## src/rtl/ram_access_ctrl_pkg.sv

```systemverilog
// Shared definitions for the data-RAM access controller.
// Contents: RAM size codes, read/write codes and the controller FSM state type.
package ram_access_ctrl_pkg;

  // Access size codes, shared with the RAM's Size port
  localparam logic [1:0] SZ_BYTE = 2'b00;
  localparam logic [1:0] SZ_HALF = 2'b01;
  localparam logic [1:0] SZ_WORD = 2'b10;
  localparam logic [1:0] SZ_BAD  = 2'b11;

  // Direction codes, shared with the RAM's RW port
  localparam logic RW_READ  = 1'b0;
  localparam logic RW_WRITE = 1'b1;

  typedef enum logic [1:0] {
    ST_IDLE   = 2'd0,
    ST_ACCESS = 2'd1,
    ST_RESP   = 2'd2
  } state_t;

endpackage

```

## src/rtl/ram_access_ctrl_rr_arbiter.sv

```systemverilog
// Two-way request arbiter with optional round-robin fairness.
// Ports:
//   clk, reset  : clock and asynchronous active-high reset
//   req[1:0]    : request lines, bit 0 = m0, bit 1 = m1
//   enable      : grants are only issued while enable is high
//   gnt[1:0]    : one-hot (or zero) combinational grant
// RR_ARB = 1 alternates on ties, RR_ARB = 0 always favours m0.
module ram_rr_arbiter #(
  parameter int RR_ARB = 1
) (
  input  logic       clk,
  input  logic       reset,
  input  logic [1:0] req,
  input  logic       enable,
  output logic [1:0] gnt
);

  // Index of the requester granted most recently (1 = m1)
  logic last_grant_q;
  logic last_grant_d;

  // Starts as "m1 last", so m0 wins the first tie after reset
  always_ff @(posedge clk or posedge reset) begin
    if (reset) begin
      last_grant_q <= 1'b1;
    end else begin
      last_grant_q <= last_grant_d;
    end
  end

  always_comb begin
    gnt          = 2'b00;
    last_grant_d = last_grant_q;
    if (enable) begin
      if (req == 2'b11) begin
        // On a tie, round-robin hands the grant to whoever did not win last time
        if ((RR_ARB != 0) && !last_grant_q) begin
          gnt = 2'b10;
        end else begin
          gnt = 2'b01;
        end
      end else begin
        gnt = req;
      end
    end
    if (gnt[1]) begin
      last_grant_d = 1'b1;
    end else if (gnt[0]) begin
      last_grant_d = 1'b0;
    end
  end

endmodule

```

## src/rtl/ram_access_ctrl.sv

```systemverilog
// Sequencer/arbiter in front of the asynchronous data RAM, shared by the CPU
// MEM stage (m0) and a loader/debug port (m1).
// Ports:
//   clk, reset                 : clock and asynchronous active-high reset
//   mX_req/rw/size/se/addr/wdata : request from requester X (held until mX_gnt)
//   mX_gnt                     : request accepted this cycle (IDLE only)
//   mX_rsp_valid/rdata/err     : one-cycle response to requester X
//   ram_A/DI/Size/RW/E/SE      : registered RAM control outputs
//   ram_DO                     : RAM read data
//   busy                       : controller not idle
module ram_access_ctrl
  import ram_access_ctrl_pkg::*;
#(
  parameter int MEM_BYTES = 512,
  parameter int RR_ARB    = 1
) (
  input  logic        clk,
  input  logic        reset,
  input  logic        m0_req,
  input  logic        m0_rw,
  input  logic [1:0]  m0_size,
  input  logic        m0_se,
  input  logic [31:0] m0_addr,
  input  logic [31:0] m0_wdata,
  output logic        m0_gnt,
  output logic        m0_rsp_valid,
  output logic [31:0] m0_rdata,
  output logic        m0_err,
  input  logic        m1_req,
  input  logic        m1_rw,
  input  logic [1:0]  m1_size,
  input  logic        m1_se,
  input  logic [31:0] m1_addr,
  input  logic [31:0] m1_wdata,
  output logic        m1_gnt,
  output logic        m1_rsp_valid,
  output logic [31:0] m1_rdata,
  output logic        m1_err,
  output logic [8:0]  ram_A,
  output logic [31:0] ram_DI,
  output logic [1:0]  ram_Size,
  output logic        ram_RW,
  output logic        ram_E,
  output logic        ram_SE,
  input  logic [31:0] ram_DO,
  output logic        busy
);

  localparam int ADDR_BITS = $clog2(MEM_BYTES);

  state_t      state_q, state_d;
  logic        owner_q, owner_d;
  logic [1:0]  rsp_q, rsp_d;
  logic [31:0] rdata_q, rdata_d;
  logic        err_q, err_d;
  logic [8:0]  ram_a_q, ram_a_d;
  logic [31:0] ram_di_q, ram_di_d;
  logic [1:0]  ram_size_q, ram_size_d;
  logic        ram_rw_q, ram_rw_d;
  logic        ram_e_q, ram_e_d;
  logic        ram_se_q, ram_se_d;

  logic [1:0]  gnt;
  logic        sel_rw;
  logic [1:0]  sel_size;
  logic        sel_se;
  logic [31:0] sel_addr;
  logic [31:0] sel_wdata;
  logic        sel_err;

  ram_rr_arbiter #(.RR_ARB(RR_ARB)) u_arb (
    .clk    (clk),
    .reset  (reset),
    .req    ({m1_req, m0_req}),
    .enable (state_q == ST_IDLE),
    .gnt    (gnt)
  );

  // Steer the granted request onto one set of wires and classify it
  always_comb begin
    sel_rw    = gnt[1] ? m1_rw    : m0_rw;
    sel_size  = gnt[1] ? m1_size  : m0_size;
    sel_se    = gnt[1] ? m1_se    : m0_se;
    sel_addr  = gnt[1] ? m1_addr  : m0_addr;
    sel_wdata = gnt[1] ? m1_wdata : m0_wdata;
    sel_err   = ((sel_addr >> ADDR_BITS) != 32'd0)
              || (sel_size == SZ_BAD)
              || ((sel_size == SZ_HALF) && sel_addr[0])
              || ((sel_size == SZ_WORD) && (sel_addr[1:0] != 2'b00));
  end

  // Next-state logic; RAM controls are zero unless the next cycle is ACCESS,
  // so every RAM pin comes straight from a flop and E cannot glitch
  always_comb begin
    state_d    = state_q;
    owner_d    = owner_q;
    rsp_d      = 2'b00;
    rdata_d    = 32'd0;
    err_d      = 1'b0;
    ram_a_d    = 9'd0;
    ram_di_d   = 32'd0;
    ram_size_d = SZ_BYTE;
    ram_rw_d   = RW_READ;
    ram_e_d    = 1'b0;
    ram_se_d   = 1'b0;
    case (state_q)
      ST_IDLE: begin
        if (gnt != 2'b00) begin
          owner_d = gnt[1];
          if (sel_err) begin
            state_d = ST_RESP;
            err_d   = 1'b1;
            rsp_d   = gnt;
          end else begin
            state_d    = ST_ACCESS;
            ram_e_d    = 1'b1;
            ram_a_d    = sel_addr[8:0];
            ram_di_d   = sel_wdata;
            ram_size_d = sel_size;
            ram_rw_d   = sel_rw;
            ram_se_d   = sel_se;
          end
        end
      end
      ST_ACCESS: begin
        state_d = ST_RESP;
        rsp_d   = owner_q ? 2'b10 : 2'b01;
        rdata_d = (ram_rw_q == RW_READ) ? ram_DO : 32'd0;
      end
      ST_RESP: begin
        state_d = ST_IDLE;
      end
      default: begin
        state_d = ST_IDLE;
      end
    endcase
  end

  // Reset drops straight back to IDLE, discarding any pending response
  always_ff @(posedge clk or posedge reset) begin
    if (reset) begin
      state_q    <= ST_IDLE;
      owner_q    <= 1'b0;
      rsp_q      <= 2'b00;
      rdata_q    <= 32'd0;
      err_q      <= 1'b0;
      ram_a_q    <= 9'd0;
      ram_di_q   <= 32'd0;
      ram_size_q <= SZ_BYTE;
      ram_rw_q   <= RW_READ;
      ram_e_q    <= 1'b0;
      ram_se_q   <= 1'b0;
    end else begin
      state_q    <= state_d;
      owner_q    <= owner_d;
      rsp_q      <= rsp_d;
      rdata_q    <= rdata_d;
      err_q      <= err_d;
      ram_a_q    <= ram_a_d;
      ram_di_q   <= ram_di_d;
      ram_size_q <= ram_size_d;
      ram_rw_q   <= ram_rw_d;
      ram_e_q    <= ram_e_d;
      ram_se_q   <= ram_se_d;
    end
  end

  // rdata_q/err_q are only non-zero during RESP; gate them to the owner
  always_comb begin
    m0_gnt       = gnt[0];
    m1_gnt       = gnt[1];
    m0_rsp_valid = rsp_q[0];
    m1_rsp_valid = rsp_q[1];
    m0_rdata     = rsp_q[0] ? rdata_q : 32'd0;
    m1_rdata     = rsp_q[1] ? rdata_q : 32'd0;
    m0_err       = rsp_q[0] & err_q;
    m1_err       = rsp_q[1] & err_q;
    ram_A        = ram_a_q;
    ram_DI       = ram_di_q;
    ram_Size     = ram_size_q;
    ram_RW       = ram_rw_q;
    ram_E        = ram_e_q;
    ram_SE       = ram_se_q;
    busy         = (state_q != ST_IDLE);
  end

endmodule

```

## config.mk

```make
export PLATFORM = sky130hd
export DESIGN_NAME = ram_access_ctrl
export DESIGN_NICKNAME = d
export VERILOG_FILES = /design/src/rtl/ram_access_ctrl_pkg.sv /design/src/rtl/ram_access_ctrl_rr_arbiter.sv /design/src/rtl/ram_access_ctrl.sv
export SDC_FILE = /design/constraint.sdc
export NUM_CORES = 1
export LEC_CHECK = 0
export CORE_AREA = 2 2 112 114
export CTS_BUF_LIST = sky130_fd_sc_hd__clkbuf_16
export CTS_CLUSTER_DIAMETER = 60
export DETAILED_ROUTE_END_ITERATION = 7
export DIE_AREA = 0 0 114 116
export PLACE_DENSITY = 0.75
export SYNTH_ARGS = -nofsm -noshare
export SYNTH_HDL_FRONTEND = slang
export SYNTH_SLANG_ARGS = --single-unit
```

## constraint.sdc

```tcl
create_clock -name clk -period 4.6 [get_ports clk]
set_input_delay 0.92 -clock clk [delete_from_list [all_inputs] [get_ports clk]]
set_output_delay 0.92 -clock clk [all_outputs]
set_load 0.02 [all_outputs]
```

==> flow_summary.ini <==
[grt]
grt_pass1_vias = 3413
use_met2_pct = 32.7
grt_pass1_wl_mm = 18.2
busiest_layer = met2
use_met3_pct = 5.65
globalRouteMet1Util_pct = 20.2
grtUsageTotal_pct = 18.2
gr-total-overflow = 0
grt_max_degree = 52
antenna_found_initial = 1

[floorplanning]
initial_utilization_pct = 30.5
core_sq_um = 11900
die_y_um = 116
die_w_um = 114
io_pins = 289
rows = 40
die-area_sq_um = 13200

[clocking]
cts_htree_levels = 3
hold_buffers = 0
clk_pin_slew_ns = 0.06
clk_latency_ns = 0.33
clockBufferDepth = 2
cts_tree = built
cts_resized = 0
cts_setup_buffers = 0
cts-root-buf = clkbuf_16
numCtsBuffers = 9
cts_sinks = 85

[synth]
syn_nets = 517
ys_warn_count = 0
syn_inst = 345
synthDistinctLibCells = 26
ys_seq_elements = 85
avgSynthCellArea_sq_um = 10.5
seq_area_frac_synth_pct = 58.6
netlist_area_sq_um = 3630
ys.flop_type = dfrtp_1
synth_edf_count = 0
async_flop_share_pct = 100

[route]
wl_per_cell_um = 15.7
num_vias = 3576
dr.pass1.iters = 4
drc = 0
routed_wl_mm = 12.2
ant_nets = 0
vias_per_cell = 4.62
drt_first_iter_violations = 95

[power_and_ir_drop]
seqPwrFrac_pct = 42.7
switching_share_pct = 22.7
pwr-share-comb_pct = 15.6
clkPwrFrac_pct = 41.7
total_power_uw = 1820
ir_drop_mv = 0.181
power_density_nw_per_um2 = 263
leakage_uw = 0.00289
internal_power_uw = 1410
netSwitchingPower_uw = 414

[sta]
period_minus_slack_ns = 3.82
worst_slack_ns = 0.781
fin_tns_setup_ns = 0
drv_slew = 0
fin_crit_sh_pct = 83.0
worst_pin_slew_ns = 0.880
slew_headroom_pct = 41.1
fmax_mhz = 262
holdWs_ns = 0.469
hold_violations = 0
clock-skew-final_ns = 0.00710
grt_setup_unrepaired = false
setup-violations-final = 0

[finish]
seqCellArea_sq_um = 2130
final_common_cell = clkdlybuf4s50_1
fin_nets = 794
insertedDiodeCount = 0
layout_common_cells = clkdlybuf4s50_1 (288), and2_1 (98), dfrtp_1 (84)
multiInputGateArea_sq_um = 1390
drive_above_1_share_pct = 3.83
area_delta_synth_final_pct = 90.8
nFillCells = 1018

[placement]
hpwlAfterDp_mm = 9.82
gp_congestion = 0.865
post-place-ws_ns = 0.780
numPortBuffers = 288

[critical_path]
worstPathArrival_ns = 2.90
rrSetupSlack_ns = 1.82
critPathRequiredTime_ns = 3.68
start_kind = input port
crit_type = input port to output pin
crit_path_end_kind = output pin
path_max_fanout = 16
rr_worst_depth = 5
worst_r2r_startpoint = state_q[0]
regToRegEndpoint = rsp_q[1]

[min_path]
min_path_type = register to register
min_to = rsp_q[0]
worstHoldStart = owner_q
holdPathStages = 1

[job]
cap_violations = 0

[status]
status = finished clean
worst max-delay path, cell delays in order:
cell and delay [ns]:
clkdlybuf4s50_1 0.46, a211oi_1 0.38, and2_2 0.46, clkdlybuf4s50_1 0.68
sequential cells by signal (all words and copies together), names as in the netlist:
signal              cells
rdata_q                32
u_arb.last_grant_q      1
ram_E                   1
err_q                   1
ram_Size                2
state_q                 2
rsp_q                   2
owner_q                 1
ram_SE                  1
ram_DI                 32
ram_RW                  1
ram_A                   9
layer usage:
| layer | vias to the layer above | part of all wire [%] |
|---|---|---|
| met1 | 1655 | 39 |
| met4 | 2 | 1.6 |
| met3 | 18 | 9.4 |
| met5 | - | 0.091 |
| met2 | 188 | 50 |
| li1 | 1713 | - |
kinds of logic (layout without fill, tap and decap cells):
group	after synthesis	in the layout	synth area share, %
flip-flops	85	85	58.6
buffers and inverters	29	311	3.44
AO/OA/AOI/OAI	57	57	11.8
AND/OR/NAND/NOR	173	173	26.0
multiplexers	1	1	0.275
per-stage QoR:
step	utilization, %	area (sq um)	std cells
final	58.2	6930	774
after global routing	58.2	6930	774
after CTS	58.2	6930	774
after detailed placement	55.6	6620	758
after global placement	55.6	6620	758
after floorplan	-	3630	345
power by group through the flow:
| stage | registers (uW) | clock network, uW | logic, uW |
|---|---|---|---|
| after global placement | 790 | 0 | 284 |
| after global routing | 781 | 810 | 309 |
| after floorplan | 782 | 0 | 107 |
| after CTS | 779 | 776 | 289 |
| final | 778 | 759 | 285 |
| after detailed placement | 793 | 0 | 288 |
Yosys cell counts, types with 2 or more instances:
master    count  area (sq um)
dfrtp_1      84          2100
or4_1         2          15.0
a21oi_1       4          20.0
a21o_1        2          15.0
and2_1       99           619
buf_6         2          22.5
nor2_1       53           199
inv_1         4          15.0
nor4_1        8          50.1
clkbuf_1     22          82.6
nand4_1       3          18.8
a22oi_1      45           338
nor3_1        4          20.0
worst max-delay path by stage:
| stage | startpoint | to | slack, ns | cells after the start |
|---|---|---|---|---|
| floorplan | reset | err_q | 1.49 | 1 |
| global route | m0_req | m1_gnt | 0.68 | 4 |
| CTS | m0_req | m1_gnt | 0.78 | 4 |
| detailed placement | m0_req | m1_gnt | 0.78 | 4 |
| finish | m0_req | m1_gnt | 0.78 | 4 |
| global placement | m0_req | m1_gnt | 0.88 | 4 |
layout make-up:
type / count / area share (%)
timing repair buffer: 291 / 41.9
sequential: 85 / 30.7
multi-input combinational: 231 / 20.0
clock buffer: 9 / 3.25
tap: 147 / 2.65
clock inverter: 7 / 1.30
inverter: 4 / 0.235
Power figures use the tool's default switching activity.
==> patch 1: new RTL, same settings <==
`MEM_BYTES`: 512 -> 1024.
--- a/src/rtl/ram_access_ctrl.sv
+++ b/src/rtl/ram_access_ctrl.sv
@@ -13,3 +13,3 @@
 #(
-  parameter int MEM_BYTES = 512,
+  parameter int MEM_BYTES = 1024,
   parameter int RR_ARB    = 1
Behaviour: not the same (Yosys sat finds a counterexample within 4 cycles, from zero or initial values and one cycle with reset high).
==> patch 1 against the unedited design <==
Setup slack improved by 0.32 ns. Critical path type unchanged. Count of clock-buffer cells in the layout unchanged. Power fell by 2.5%. Synthesized cell count up 1.7%. Sequential cell count unchanged. Synthesized area rose by 2.2%. Routed wire length up 1.4%. Cell area increased by 0.47%.
==> patch 1: results (changes against the unedited design) <==
number of nets in the synthesized netlist 523 (+1.2%); GR Layer Usage met1 19.1% (-1.0 points); number of diodes added for antenna fixing 0 (unchanged); antenna violations before repair 0 (-1); grt met2 use 33.1% (+0.44 points); top fanout value on the critical path 5 (-11); final HPWL from detailed placement 9.84 mm (+0.13%); Clk Latency, worst-skew pair 0.33 ns (about the same); sink of the worst hold path rsp_q[0]; final-layout clock-cell area share 4.20% (-0.34 points); vias in the first global route 3641 (+6.7%); buffer type at the clock tree root clkbuf_16; number of non-clock inverters 6 (+2); number of clock buffers in the layout 9 (unchanged); length in cells of the worst reg-to-reg path 6 (+1); number of warning messages in the yosys log 0 (unchanged); Synth area leaders dfrtp_1 (57%), and2_1 (17%), a22oi_1 (8.7%); comb_multi_in 238 (+3.0%); count of cells resized by post-cts repair 0 (unchanged); number of placed cells counting well taps 765 (+0.92%); post-route fraction of the period consumed by the critical path 76.0% (-7.0 points); share of post-route cells with drive strength above 1 4.10% (+0.27 points); multi-input gate share of the layout cell area 20.9% (+0.88 points); distinct cell type count after synthesis 32 (+23%); buffering overhead 41.4% (-0.48 points); GRT Resource Usage Total 18.4% (+0.23 points); layout buffer count excluding clock buffers 289 (-0.69%); Total Die Area 13200 µm² (unchanged); met3 Resource Use GR 6.96% (+1.3 points); DR iter-0 viols 138 (+45%); total of buffers placed on input and output ports 286 (-0.69%); Synth Flop Type dfrtp_1; destination of the worst register-to-register timing path ram_A[0]; hold crit path type reg -> reg; mean instance size in the synthesized netlist 10.6 µm² (+0.46%); clk_skew 0.00433 ns (-0.00277 ns); internal power 1.35 mW (-3.9%); share of the yosys chip area belonging to registers 57.3% (-1.3 points); post-synth top area share 56.6% (-1.2 points); DP Area 6670 µm² (+0.83%); filler cell count 1023 (+0.49%); via density per instance 4.66 (+0.88%); final weighted congestion in routability-driven placement 0.842 (-2.7%); fraction of area in registers 30.5% (-0.14 points); Register-to-Register Setup Slack 2.16 ns (+0.34 ns); detail-routed net length per standard cell 15.8 µm (+0.47%); global-route wire length before repair 18.5 mm (+1.7%); share of flip-flops with an asynchronous set or reset after synthesis 100% (unchanged); hold_ws 0.446 ns (-0.0232 ns); final net count 801 (+0.88%); total wire length 12.3 mm (+1.4%); largest net degree at the start of global routing 49 (-5.8%); endpoint arrival time on the critical path 2.58 ns (-0.32 ns); Worst Max-Slew Pin Slew 0.870 ns (-0.0102 ns); run status completed; maximum resistive drop on vdd 144 µV (-21%); first-pass iteration count of the detailed router 5 (+1); synth cell count leaders and2_1 (98), dfrtp_1 (84), nor2_1 (50), a22oi_1 (43), nor4_1 (11); leakage power summed over all cells 2.89 nW (about the same); cell count of the worst hold path 1 (unchanged)
## patch 1: worst max-delay path, stage by stage
cell,delay (ns)
clkdlybuf4s50_1,0.49
a211o_1,0.38
nor2_4,0.14
clkdlybuf4s50_1,0.64
## patch 1: per-layer routing
| layer | vias to the layer above | share of wire [%] | wire length (µm) |
|---|---|---|---|
| met5 | - | 0 | 0 |
| met4 | 0 | 2.4 | 298 |
| met3 | 24 | 11 | 1320 |
| met2 | 203 | 51 | 6290 |
| met1 | 1664 | 36 | 4410 |
| li1 | 1749 | - | - |
## patch 1: cell families after synthesis
family / after synthesis / share of synthesized area (%)
AOI/OAI and AO/OA: 62 / 12.3
and+or+nand+nor: 175 / 26.1
buffers and inverters: 28 / 4.01
muxes: 1 / 0.269
DFF: 85 / 57.3
## patch 1: power by group through the flow
stage	Sequential (mW)	Combinational, mW	Clock (mW)
global placement	0.791	0.286	0
global route	0.781	0.314	0.758
finish	0.779	0.291	0.707
CTS	0.779	0.294	0.724
floorplan	0.782	0.113	0
detailed placement	0.793	0.293	0
==> patch 2: new RTL, config.mk and constraints unchanged <==
Made on the original files. `rdata_q` no longer has a reset.
--- a/src/rtl/ram_access_ctrl.sv
+++ b/src/rtl/ram_access_ctrl.sv
@@ -144,3 +144,2 @@
       rsp_q      <= 2'b00;
-      rdata_q    <= 32'd0;
       err_q      <= 1'b0;
@@ -156,3 +155,2 @@
       rsp_q      <= rsp_d;
-      rdata_q    <= rdata_d;
       err_q      <= err_d;
@@ -165,2 +163,6 @@
     end
+  end
+
+  always_ff @(posedge clk) begin
+    rdata_q <= rdata_d;
   end
Function: no difference found for any inputs over 10 cycles, from zero or initial values and one cycle with reset high; that may be too few to reach the edited logic, so the function may still have changed.
==> patch 2 against the unedited design <==
Synthesized cell count rose by 14%. Sequential cell count did not move. Synthesized area rose by 0.65%. Setup slack improved by 0.63 ns. Routed wire length fell by 1.0%. Cell area rose by 0.14%. Worst hold slack improved by 0.010 ns. Power fell by 2.8%. Fmax rose by 20%. Critical endpoint is now m0_gnt. Largest power group unchanged. Highest routed layer is now met4.
==> patch 2: results (changes against the unedited design) <==
total wire length 12.0 mm (-1.0%); antenna violations before repair 0 (-1); GRT Resource Usage Total 17.7% (-0.51 points); Clock group 0.738 mW (-2.8%); distinct cell type count after synthesis 27 (+3.8%); final weighted congestion in routability-driven placement 0.884 (+2.1%); internal power 1.36 mW (-3.1%); global-route wire length before repair 18.2 mm (about the same); GR Layer Usage met1 18.6% (-1.5 points); share of post-route cells with drive strength above 1 7.82% (+4.0 points); DR iter-0 viols 90 (-5.3%); routed wire length on met2 6.10 mm (about the same); met3 Resource Use GR 6.12% (+0.47 points); Synth area leaders dfrtp_1 (36%), dfxtp_1 (18%), and2_1 (17%); DP Area 6630 µm² (+0.23%); worst slack, placed 1.36 ns (+0.575 ns); Final Total Pwr 1.77 mW (-2.8%); number of placed cells counting well taps 809 (+6.7%); synth cell count leaders and2_1 (98), nand2_1 (95), dfrtp_1 (52), dfxtp_1 (32), a21oi_2 (28); gate count of the mapped netlist 393 (+14%); run status completed; via density per instance 4.42 (-4.4%); largest net degree at the start of global routing 51 (-1.9%); maximum resistive drop on vdd 213 µV (+18%); detailed-routed wire length on met3 1.14 mm (about the same); leakage power summed over all cells 2.89 nW (-0.14%); endpoint arrival time on the critical path 2.27 ns (-0.63 ns); mux cell area share after synthesis 0.274% (-0.0018 points)
patch 2: changes by cell type in the layout (fill, tap and decap cells not counted), sizes merged, moves of 3 or more:
cell and change:
dfrtp -32, a21oi +43, nand2 +93, o21ai +3
nor3 +3, inv +5, a22oi -45, nor2 -48
dfxtp +32
patch 2: layout make-up:
type | instances | area [µm²]
multi-input combinational | 276 | 1530
tap | 147 | 184
fill | 1063 | 4970
clock buffer | 10 | 250
timing repair buffer | 293 | 2920
sequential | 85 | 1970
clock inverter | 6 | 60.1
inverter | 8 | 30.0
patch 2: final timing paths:
kind                                    start                  to  slack, ns  cells past startpoint
setup reg to reg                   state_q[1]           ram_DI[1]       2.20                      8
setup / recovery                       m1_req              m0_gnt       1.41                      5
max in group asynchronous               reset  u_arb.last_grant_q       2.84                      3
hold reg to reg            u_arb.last_grant_q  u_arb.last_grant_q       0.48                      2
min in group asynchronous               reset          ram_DI[13]       0.94                      2
hold / removal             u_arb.last_grant_q  u_arb.last_grant_q       0.48                      2
